`src/rtl/dbus_bridge_pkg.sv`:
```
// dbus_bridge_pkg: shared types and constants for the data-bus bridge.
//   dbus_state_t : bridge FSM states (IDLE/ADDR/DATA/DONE)
//   SIZE_*       : dbus_size encodings (11 is treated as word)
package dbus_bridge_pkg;

  typedef enum logic [1:0] {
    IDLE = 2'b00,
    ADDR = 2'b01,
    DATA = 2'b10,
    DONE = 2'b11
  } dbus_state_t;

  localparam logic [1:0] SIZE_B = 2'b00;
  localparam logic [1:0] SIZE_H = 2'b01;
  localparam logic [1:0] SIZE_W = 2'b10;

endpackage

```
`src/rtl/dbus_lane.sv`:
```
// dbus_lane: combinational byte-lane placement for the data-bus bridge.
//   size       in  access size (SIZE_B/H/W; 11 treated as word)
//   addr_lo    in  byte address bits [1:0]
//   data       in  right-aligned store data
//   wdata      out lane-replicated store data
//   wstrb      out byte strobes for the addressed lanes
//   misaligned out half on odd address, or word on non-zero addr_lo
module dbus_lane
  import dbus_bridge_pkg::*;
(
  input  logic [1:0]  size,
  input  logic [1:0]  addr_lo,
  input  logic [31:0] data,
  output logic [31:0] wdata,
  output logic [3:0]  wstrb,
  output logic        misaligned
);

  // Replicating across lanes lets memory pick the addressed lane purely
  // from the strobes, with no shifter needed on the store path.
  always_comb begin
    wdata      = data;
    wstrb      = 4'b1111;
    misaligned = (addr_lo != 2'b00);
    case (size)
      SIZE_B: begin
        wdata      = {4{data[7:0]}};
        wstrb      = 4'b0001 << addr_lo;
        misaligned = 1'b0;
      end
      SIZE_H: begin
        wdata      = {2{data[15:0]}};
        wstrb      = 4'b0011 << addr_lo;
        misaligned = addr_lo[0];
      end
      default: ;
    endcase
  end

endmodule

```
`src/rtl/dbus_bridge.sv`:
```
// dbus_bridge: pipeline data-bus request -> two-phase SRAM-like handshake.
//   clk, rst_n          clock, async active-low reset
//   dbus_*              pipeline side: en/we/size/addr/data in,
//                       rdata/stall/adel/ades out
//   data_req/wr/size/   memory request (word address, strobed data)
//   addr/wdata/wstrb
//   data_addr_ok        request accepted
//   data_data_ok/rdata  transaction complete with read data
module dbus_bridge
  import dbus_bridge_pkg::*;
#(
  parameter int ADDR_W = 32,
  parameter int DATA_W = 32
) (
  input  logic              clk,
  input  logic              rst_n,
  input  logic              dbus_en,
  input  logic              dbus_we,
  input  logic [1:0]        dbus_size,
  input  logic [ADDR_W-1:0] dbus_addr,
  input  logic [DATA_W-1:0] dbus_data,
  output logic [DATA_W-1:0] dbus_rdata,
  output logic              dbus_stall,
  output logic              dbus_adel,
  output logic              dbus_ades,
  output logic              data_req,
  output logic              data_wr,
  output logic [1:0]        data_size,
  output logic [ADDR_W-1:0] data_addr,
  output logic [DATA_W-1:0] data_wdata,
  output logic [3:0]        data_wstrb,
  input  logic              data_addr_ok,
  input  logic [DATA_W-1:0] data_rdata,
  input  logic              data_data_ok
);

  logic [DATA_W-1:0] lane_wdata;
  logic [3:0]        lane_wstrb;
  logic              lane_mis;

  dbus_lane u_lane (
    .size       (dbus_size),
    .addr_lo    (dbus_addr[1:0]),
    .data       (dbus_data),
    .wdata      (lane_wdata),
    .wstrb      (lane_wstrb),
    .misaligned (lane_mis)
  );

  dbus_state_t       state_q, state_d;
  logic [DATA_W-1:0] rdata_q, rdata_d;

  logic aligned_req;
  logic addr_phase;

  assign aligned_req = dbus_en & ~lane_mis;
  // Request phase: a fresh aligned request in IDLE, or still waiting in ADDR.
  assign addr_phase  = (state_q == ADDR) | ((state_q == IDLE) & aligned_req);

  always_comb begin
    state_d = state_q;
    rdata_d = rdata_q;
    case (state_q)
      IDLE, ADDR: begin
        if (addr_phase) begin
          // data_ok is only meaningful once the address has been accepted
          if (data_addr_ok & data_data_ok) begin
            state_d = DONE;
            rdata_d = data_rdata;
          end else if (data_addr_ok) begin
            state_d = DATA;
          end else begin
            state_d = ADDR;
          end
        end
      end
      DATA: begin
        if (data_data_ok) begin
          state_d = DONE;
          rdata_d = data_rdata;
        end
      end
      DONE:    state_d = IDLE;
      default: state_d = IDLE;
    endcase
  end

  always_ff @(posedge clk or negedge rst_n) begin
    if (!rst_n) begin
      state_q <= IDLE;
      rdata_q <= '0;
    end else begin
      state_q <= state_d;
      rdata_q <= rdata_d;
    end
  end

  // data_req is qualified by rst_n so an in-flight request drops the moment
  // reset asserts, even while upstream is still holding dbus_en.
  assign data_req   = rst_n & addr_phase;
  assign dbus_stall = aligned_req & (state_q != DONE);
  assign dbus_adel  = dbus_en & lane_mis & ~dbus_we;
  assign dbus_ades  = dbus_en & lane_mis & dbus_we;
  assign dbus_rdata = rdata_q;

  // Request fields follow the held inputs; zeroed when idle so the bus is quiet.
  assign data_wr    = dbus_en & dbus_we;
  assign data_size  = dbus_en ? dbus_size : 2'b00;
  assign data_addr  = dbus_en ? {dbus_addr[ADDR_W-1:2], 2'b00} : '0;
  assign data_wdata = (dbus_en & dbus_we) ? lane_wdata : '0;
  assign data_wstrb = (dbus_en & dbus_we) ? lane_wstrb : 4'b0000;

endmodule

```
`config.mk`:
```
export PLATFORM = sky130hd
export DESIGN_NAME = dbus_bridge
export DESIGN_NICKNAME = d
export VERILOG_FILES = /design/src/rtl/dbus_bridge_pkg.sv /design/src/rtl/dbus_lane.sv /design/src/rtl/dbus_bridge.sv
export SDC_FILE = /design/constraint.sdc
export NUM_CORES = 1
export LEC_CHECK = 0
export BUFFER_PORTS_ARGS = -buffer_cell sky130_fd_sc_hd__buf_2
export CAP_MARGIN = 20
export CORE_UTILIZATION = 34
export CTS_CLUSTER_DIAMETER = 40
export DETAILED_ROUTE_END_ITERATION = 16
export GPL_TIMING_DRIVEN = 0
export PLACE_DENSITY = 0.83
export SLEW_MARGIN = 20
export SYNTH_ARGS = -nofsm -noshare
export SYNTH_HDL_FRONTEND = slang
export SYNTH_HIERARCHICAL = 1
export SYNTH_SLANG_ARGS = --single-unit
```
`constraint.sdc`:
```
create_clock -name clk -period 1.8 [get_ports clk]
set_input_delay 0.36 -clock clk [delete_from_list [all_inputs] [get_ports clk]]
set_output_delay 0.36 -clock clk [all_outputs]
set_load 0.05 [all_outputs]
```
# Word level (Yosys, flattened, before mapping)
# Cells that the tools add are included.
totals:
  ff_bits: 34
  latchBits: 0
  ramBits: 0
  mem_bits_ro: 0
  inputBits: 104
  out_inout_bits: 107
  word_cells: 47
  memories: 0
classes:
  n_addsub: 0
  n_mul: 0
  div_mod_pow: 0
  n_lt_le_gt_ge: 0
  eq_ne: 8
  shifts: 2
  mux: 16
  bitwise_logic: 12
  reduce_logical: 7
op_table:
  columns: ["op", "count"]
  rows:
  - ["32-bit two-way mux", 5]
  - ["32-bit case mux with 2 select lines", 2]
  - ["2-bit two-way mux", 5]
  - ["1-bit bitwise AND", 9]
  - ["2-bit != test (second input constant)", 4]
  - ["4-bit case mux with 2 select lines", 1]
  - ["2-bit case mux with 3 select lines", 1]
  - ["2-bit by 1-bit == test with 1-bit output (second input constant)", 2]
  - ["2-bit == test (second input constant)", 2]
  - ["2-bit zero test", 2]
  - ["4-bit two-way mux", 1]
  - ["4-bit AND reduction", 1]
  - ["2-bit nonzero test", 2]
  - ["1-bit by 2-bit << shifter with 4-bit output (first input constant)", 1]
  - ["2-bit by 2-bit << shifter with 4-bit output (first input constant)", 1]
  - ["1-bit inverter", 2]
  - ["1-bit case mux with 2 select lines", 1]
  - ["2-bit AND reduction", 1]
  - ["2-bit OR reduction", 1]
  - ["1-bit bitwise OR", 1]

# Logic depth before layout (Yosys ltp)
# Gate-level depths: netlist of the first run.
depth:
  word_depth: 8
  mapped_depth: 8
  mapped_depth_nobuf: 5

# Modules after synthesis
# Netlist of the first run, hierarchy kept.
modules_own_cells:
  columns: ["mod", "n_inst", "cells_each", "area_per_inst_um2"]
  rows:
  - ["dbus_bridge", 1, 170, 1855.5]
  - ["dbus_lane", 1, 64, 479.2]

# Worst setup path after synthesis of the first run
# Ideal clock, no wire load.
synth_timing:
  kind: "input-to-output"
  start: "input port dbus_size[1]"
  end: "output port data_req"
  arrival_time_ns: 2.184
  required_ns: 1.440
  slack_ns: -0.744
  cell_stages: 7
  path_cell_list: "buf_4 > buf_2 > o21ai_0 > nand2_1 > nor2b_1 > nor2_1 > nor3b_1"
synth_between:
  elab_chain_len: 7
  elab_cells_between_ends: 8
  cone_classes: "eq/ne (1); mux (1); bitwise (5); reduce/logical (1)"
synth_lines:
  columns: ["item", "line_no", "rtl"]
  rows:
  - ["from (decl)", "dbus_bridge.sv:19", "input logic [1:0] dbus_size,"]
  - ["2-bit by 1-bit == test with 1-bit output / 2-bit zero test (equally long branches)", "dbus_lane.sv:25", "case (size)"]
  - ["1-bit case mux with 2 select lines *", "dbus_lane.sv:25", null]
  - ["via lane_mis", "dbus_bridge.sv:39", "logic lane_mis;"]
  - ["1-bit inverter *", "dbus_bridge.sv:56", "assign aligned_req = dbus_en & ~lane_mis;"]
  - ["1-bit bitwise AND *", "dbus_bridge.sv:56", null]
  - ["1-bit bitwise AND *", "dbus_bridge.sv:58", "assign addr_phase = (state_q == ADDR) | ((state_q == IDLE) & aligned_req);"]
  - ["1-bit bitwise OR *", "dbus_bridge.sv:58", null]
  - ["1-bit bitwise AND *", "dbus_bridge.sv:100", "assign data_req = rst_n & addr_phase;"]
  - ["to (decl)", "dbus_bridge.sv:26", "output logic data_req,"]
# The timed path passes the listed nets; every way through them passes the cells marked *.

# Worst setup path after layout of the first run
layout_timing:
  start: "input port dbus_size[1]"
  end: "output port data_wdata[8]"
layout_between:
  elab_chain_len: 3
  elab_cells_between_ends: 4
  cone_classes: "eq/ne (1); mux (2); reduce/logical (1)"
layout_lines:
  columns: ["item", "line_no", "rtl"]
  rows:
  - ["2-bit by 1-bit == test with 1-bit output / 2-bit zero test (equally long branches)", "dbus_lane.sv:25", null]
  - ["32-bit case mux with 2 select lines *", "dbus_lane.sv:25", null]
  - ["via lane_wdata[8]", "dbus_bridge.sv:37", "logic [DATA_W-1:0] lane_wdata;"]
  - ["32-bit two-way mux *", "dbus_bridge.sv:110", "assign data_wdata = (dbus_en & dbus_we) ? lane_wdata : '0;"]
  - ["to (decl)", "dbus_bridge.sv:30", "output logic [DATA_W-1:0] data_wdata,"]
# Marked as above.

==> impl_results.md, run 1 <==
* Area of the multi-input gates at 1410 um2
* Post-CTS Hold Fix Bufs at 0
* Met1 Use GR at 25.3%
* Most frequent cells in the layout: 193 x buf_2, 33 x and3_1, 33 x and2_1, 33 x dfrtp_1, 32 x mux2_2
* Pwr/cell area at 1420 nW/um2
* Total number of vias at 2,564
* Gpl congestion at 0.924
* GRT overflow at 0
* RSZ-0062 raised after global routing: true
* Met3 Track Usage GR at 2.92%
* IO Port Bufs at 206
* Wire per inst at 14.7 um
* Drt pass-1 iters at 10
* Leakage power at 2.25 nW
* Non-Filler Instances at 537
* First-iteration detailed-routing DRC count at 133
* Final slew viol count at 0
* DRT Wirelength at 7910 um
* Final min period at 1.80 ns
* Final setup violation count at 0
* Sequential area share after synthesis at 36.4%
* Final Hold Viols at 0
* ANT cells at 0
* Failing checks: design-rule violations
* Placed insts at 518
* Hold Crit Class: in2async
* Fmax at 557 MHz
* Worst-skew pair later-pin latency at 0.28 ns
* Synthesized area at 2330 um2
* Largest family of logic cells by synthesized area: multiplexers
* Residual DRC at 15
* Post-DP HPWL at 6120 um
* VDD IR max at 1.16 mV
* Synth Register Bits at 34
* Vias in the first global route at 2,401
* # fillers at 584
* Clock sink total at 34
* Antenna Nets Post-Route at 0
* CTS root buf: clkbuf_8
* GR peak layer: met2
* Core footprint at 6490 um2
* Synth Area in Simple Gates at 24.2%
* Syn_area_per_cell at 9.98 um2
* Max-cap viol count at 0
* Die ar. at 7200 um2
* Post-synthesis mux area share at 26.6%
* Rows at 29
* Final net count at 563
* WP data arrival at 1.44 ns
* Crit start category: input pin
* Seq. cell area at 852 um2
* Yosys cell types at 24
* Fin util at 61.0%
* Syn Inst Count at 234
* Synth Area in Compound Gates at 4.45%
* All-layer global routing usage at 20.7%
* Num ports at 211
* Crit-path max FO at 10
* Area growth syn-to-layout at 69.6%
* Initial antenna violation count at 0
* Die Span X at 84.9 um
* Status: complete, but fails checks
* Share of layout cells above drive strength 1 at 66.3%
* H-tree depth at 2
* Placed Area at 3550 um2
* Req. time, crit path at 1.44 ns
* Crit. End Element: output pin
* Met2 GRT Util at 38.6%
* Initial Util at 35.9%
* First-pass GRT wire length at 11,800 um
* Bufs on Longest Clock Path at 2
* Ys Warns at 6
* Largest net degree at the start of global routing at 36
* WS Path Type: in2out
* CTS tree: done
* Final Cycle Share at 99.8%
* Post-route cell area at 3960 um2
* Via density at 4.77
* Clock transition at path regs at 0.07 ns
* Post-Synth XOR/XNOR Area at 0%
* Num CTS Buffers at 5
* Die height at 84.9 um
* Layout Skew at 0.00618 ns
* Most common cell after layout, fill and taps aside: buf_2
* Setup TNS at 0 ns
* Post-Synth Adder-Cell Area at 0%
## power breakdown
group          switching [W]  internal (W)
combinational        0.00231       0.00123
sequential          0.000225       0.00116
clock               0.000262      0.000414
## worst max-delay path, cell delays in order
cell    delay (ns)
buf_8         0.13
nor2_4        0.13
buf_12        0.14
mux2_2        0.34
and3_4        0.19
buf_8         0.14
## sequential cells by signal, summed over array words and instances, names as in the netlist
| signal | count |
|---|---|
| dbus_rdata | 32 |
| state_q | 2 |
## per-layer routing
metal	part of all wire [%]	vias to the layer above
li1	-	1243
met5	0	-
met1	41	1204
met3	5.3	9
met2	53	108
met4	0.88	0
## synthesized netlist by cell type (all sizes together)
| cell | n | area (um2) |
|---|---|---|
| mux2 | 48 | 541 |
| and3 | 37 | 231 |
| and2 | 34 | 213 |
| dfrtp | 34 | 851 |
| buf | 18 | 141 |
| nand2 | 12 | 45.0 |
| o21ai | 12 | 60.1 |
| clkbuf | 11 | 41.3 |
| mux2i | 8 | 80.1 |
| nor2 | 7 | 33.8 |
| nand2b | 3 | 18.8 |
| inv | 2 | 7.51 |
| nor3 | 2 | 10.0 |
| a2111oi | 1 | 27.5 |
| a221oi | 1 | 8.76 |
| conb | 1 | 3.75 |
| nor2b | 1 | 6.26 |
| nor3b | 1 | 7.51 |
| o211ai | 1 | 7.51 |
## final timing paths
path / start / cells after the start / to / slack (ns)
max in group asynchronous: rst_n / 1 / state_q[1]$_DFFE_PN0P_ / 1.45
min reg2reg: dbus_rdata[14]$_DFFE_PN0P_ / 1 / dbus_rdata[14]$_DFFE_PN0P_ / 0.50
max reg2reg: state_q[1]$_DFFE_PN0P_ / 5 / dbus_rdata[12]$_DFFE_PN0P_ / 0.08
min: rst_n / 1 / dbus_rdata[18]$_DFFE_PN0P_ / 0.02
max: dbus_size[1] / 6 / data_wdata[8] / 0.004
min in group clk: data_rdata[21] / 2 / dbus_rdata[21]$_DFFE_PN0P_ / 0.31
## metrics by stage
step                      total power [W]  setup WS, ns  hold slack (ns)
after floorplan                   0.00394        -0.254           0.0644
after global placement            0.00465        -0.652            0.453
after detailed placement          0.00473        -0.656            0.470
after CTS                         0.00550       0.00260           0.0252
after global routing              0.00586       -0.0113           0.0481
final                             0.00561       0.00376           0.0191
## repair_timing
item	CTS	global route
gates resized for setup	32	24
gates cloned	0	3
pin swaps	5	1
endpoints found under the setup margin	48	51
buffers inserted	7	2
## cell families (layout without fill, tap and decap cells)
family,Yosys count,in the layout
buf+inv,31,256
simple gates,97,97
flops,34,34
other cells,1,2
compound gates,15,15
mux,56,56
## area by class of cell
cell class,count,share of cell area (%)
clock inverters,1,0.758
clock buffers,7,1.93
inverters,2,0.190
flip-flops and latches,34,21.5
plain buffers,28,5.50
repair buffers,218,32.1
well taps,77,2.43
multi-input cells,170,35.6
Note: power is estimated with default switching activity, not from simulation.
==> run 2, diff against run 1 <==
PLACE_DENSITY = 0.84   (was 0.83)
SYNTH_HIERARCHICAL = unset   (was 1)
==> run 2 against run 1 <==
The run now ends clean. Hold slack lost 0.015 ns. Clock skew is 0.0028 ns higher. Utilization shrank 3.1 points. Sequential power about the same. Critical path type unchanged. Flip-flop and latch count stayed put. Synthesized area shrank 2.6%. Critical path depth increased by 1. Combinational power decreased by 2%.
==> impl_results.md, run 2 <==
* Status: complete, no violations
* Synth area leaders: dfrtp_1 37%, mux2_4 20%, and2_1 8.8%, mux2i_1 7.0%, nor2_1 5.1%
* Switch share at 52.0%
* Initial antenna violation count at 0
* Synth Register Bits at 34
* Gpl congestion at 0.892
* Layout Skew at 0.00897 ns
* Via density at 4.84
* Post-synth EDFFs at 0
* Sw Pwr at 0.00285 W
* Cell Int Power at 0.00263 W
* Die Span X at 83.8 um
* Crit start category: input pin
* Core footprint at 6390 um2
* Post-Synth XOR/XNOR Area at 0%
* Share of layout cells above drive strength 1 at 67.0%
* Post-synth top flop: dfrtp_1
* Post-synthesis mux area share at 27.8%
* Final Hold Viols at 0
* Clk network pwr share at 10.7%
* Clock transition at path regs at 0.07 ns
* Post-CTS Hold Fix Bufs at 0
* Final min period at 1.77 ns
* Setup WS post-layout at 0.0349 ns
* Max-cap viol count at 0
* Num CTS Buffers at 5
* Req. time, crit path at 1.44 ns
* Final net count at 551
* Sequential area share after synthesis at 37.4%
* Most frequent cells in the layout: 195 x buf_2, 33 x dfrtp_1, 32 x and2_1, 30 x mux2_4, 19 x nor2_2
* Most common cell after layout, fill and taps aside: buf_2
* Largest net degree at the start of global routing at 36
* Syn Inst Count at 231
* IO Port Bufs at 207
* Syn_area_per_cell at 9.85 um2
* Rows at 29
* Num ports at 211
* Post-Place Setup Slack at -0.349 ns
* Wire per inst at 15.4 um
* Placed Area at 3510 um2
* Die height at 83.8 um
* Area growth syn-to-layout at 62.5%
* Top-area cell type share of the netlist area at 37.4%
* H-tree depth at 2
* Die ar. at 7020 um2
* Final Cycle Share at 98.1%
* GRT overflow at 0
* Post-Synth Adder-Cell Area at 0%
* Initial Util at 35.6%
* Final slew viol count at 0
* Seq. cell area at 852 um2
* Bufs on Longest Clock Path at 2
* Antenna Nets Post-Route at 0
* Flop pwr share at 25.8%
* First-iteration detailed-routing DRC count at 93
* Synth area leader: dfrtp_1
* Synth Area in Compound Gates at 9.96%
* Leakage power at 2.05 nW
* Crit. End Element: output pin
* VDD IR max at 2.12 mV
* Most frequent cell after synthesis: dfrtp_1
* Total number of vias at 2,543
* Ys async rst share at 100%
* DRT Wirelength at 8100 um
* # fillers at 573
* Crit-path max FO at 10
* Largest family of logic cells by synthesized area: multiplexers
* ANT cells at 0
* Fmax at 567 MHz
* WP data arrival at 1.41 ns
* Area of the multi-input gates at 1420 um2
* WS Path Type: in2out
* Residual DRC at 0
* Vias in the first global route at 2,420
* Pwr/cell area at 1480 nW/um2
* Top cells by count, synth: 34 x dfrtp_1, 32 x and2_1, 31 x nor2_1, 30 x mux2_4, 22 x a21oi_1
* CTS tree: done
* Max FFs per register at 32
* All-layer global routing usage at 22.2%
* Logic gate share of total power at 63.5%
* Clock sink total at 34
* Hold Crit Class: in2async
* Drt pass-1 iters at 4
* Synthesized area at 2270 um2
* Post-DP HPWL at 6610 um
* Worst-skew pair later-pin latency at 0.29 ns
* CTS root buf: clkbuf_8
* Yosys cell types at 25
* Ys Warns at 0
* Final setup violation count at 0
* Synth Area in Simple Gates at 19.4%
* Post-route cell area at 3700 um2
* First-pass GRT wire length at 12,300 um
==> run 2: per-stage QoR <==
step / total power (W) / cells / util, % / hold WS [ns] / TNS (ns)
after floorplan: 0.00408 / 232 / - / 0.0644 / -0.800
after detailed placement: 0.00489 / 516 / 55.0 / 0.467 / -10.12
final: 0.00549 / 525 / 57.9 / 0.00363 / 0
after global routing: 0.00572 / 525 / 57.9 / 0.0316 / -0.00759
after global placement: 0.00479 / 516 / 55.0 / 0.443 / -9.03
after CTS: 0.00551 / 524 / 57.1 / 0.0148 / -0.000619
==> run 2: power groups by stage <==
stage	sequential, W	combinational (W)	clock (W)
detailed placement	0.00143	0.00346	0
finish	0.00141	0.00348	0.000588
global placement	0.00138	0.00341	0
floorplan	0.00271	0.00137	0
CTS	0.00141	0.00349	0.000599
global route	0.00146	0.00363	0.000628
==> run 2: final cells by class <==
cell class                      instances  area share (%)
Buffer                                 19            3.72
Clock buffer                            6            2.23
Clock inverter                          2           0.338
Inverter                                4           0.406
Multi-Input combinational cell        175            38.4
Sequential cell                        34            23.0
Tap cell                               77            2.61
Timing Repair Buffer                  208            29.3
==> run 2: routing by layer <==
| layer | GRT usage [%] | wire length [um] | part of all wire (%) |
|---|---|---|---|
| met1 | 25.7 | 3140 | 39 |
| met3 | 5.14 | 664 | 8.2 |
| met4 | 7.55 | 148 | 1.8 |
| met2 | 39.8 | 4150 | 51 |
| met5 | 0 | 0 | 0 |
==> run 2: path summary, 6_finish.rpt <==
kind                                                 from                         end  slack, ns  cells after the start
worst max-delay path                         dbus_size[1]              data_wdata[31]       0.03                      7
worst min-delay path                                rst_n   dbus_rdata[4]$_DFFE_PN0P_      0.004                      1
worst max register to register     state_q[0]$_DFFE_PN0P_   dbus_rdata[5]$_DFFE_PN0P_       0.13                      4
worst min register to register  dbus_rdata[3]$_DFFE_PN0P_   dbus_rdata[3]$_DFFE_PN0P_       0.51                      1
max in group asynchronous                           rst_n      state_q[1]$_DFFE_PN0P_       1.46                      1
min in group clk                           data_rdata[31]  dbus_rdata[31]$_DFFE_PN0P_       0.30                      2
==> run 2: cells by family after synthesis <==
kind of cell / Yosys count
AOI/OAI and AO/OA: 38
buffers and inverters: 23
DFF: 34
muxes: 48
other: 1
and+or+nand+nor: 87
==> run 2: worst max-delay path, stage by stage <==
cell      delay [ns]
buf_2           0.11
clkbuf_4        0.19
clkbuf_4        0.20
nor2_1          0.12
a21oi_1         0.06
nor2_2          0.09
buf_2           0.27
==> run 2: what timing repair did <==
item                                    in CTS  in global routing
buffers inserted                             0                  1
endpoints found under the setup margin      32                 60
gates resized for setup                     19                 23
pin swaps                                    0                  3
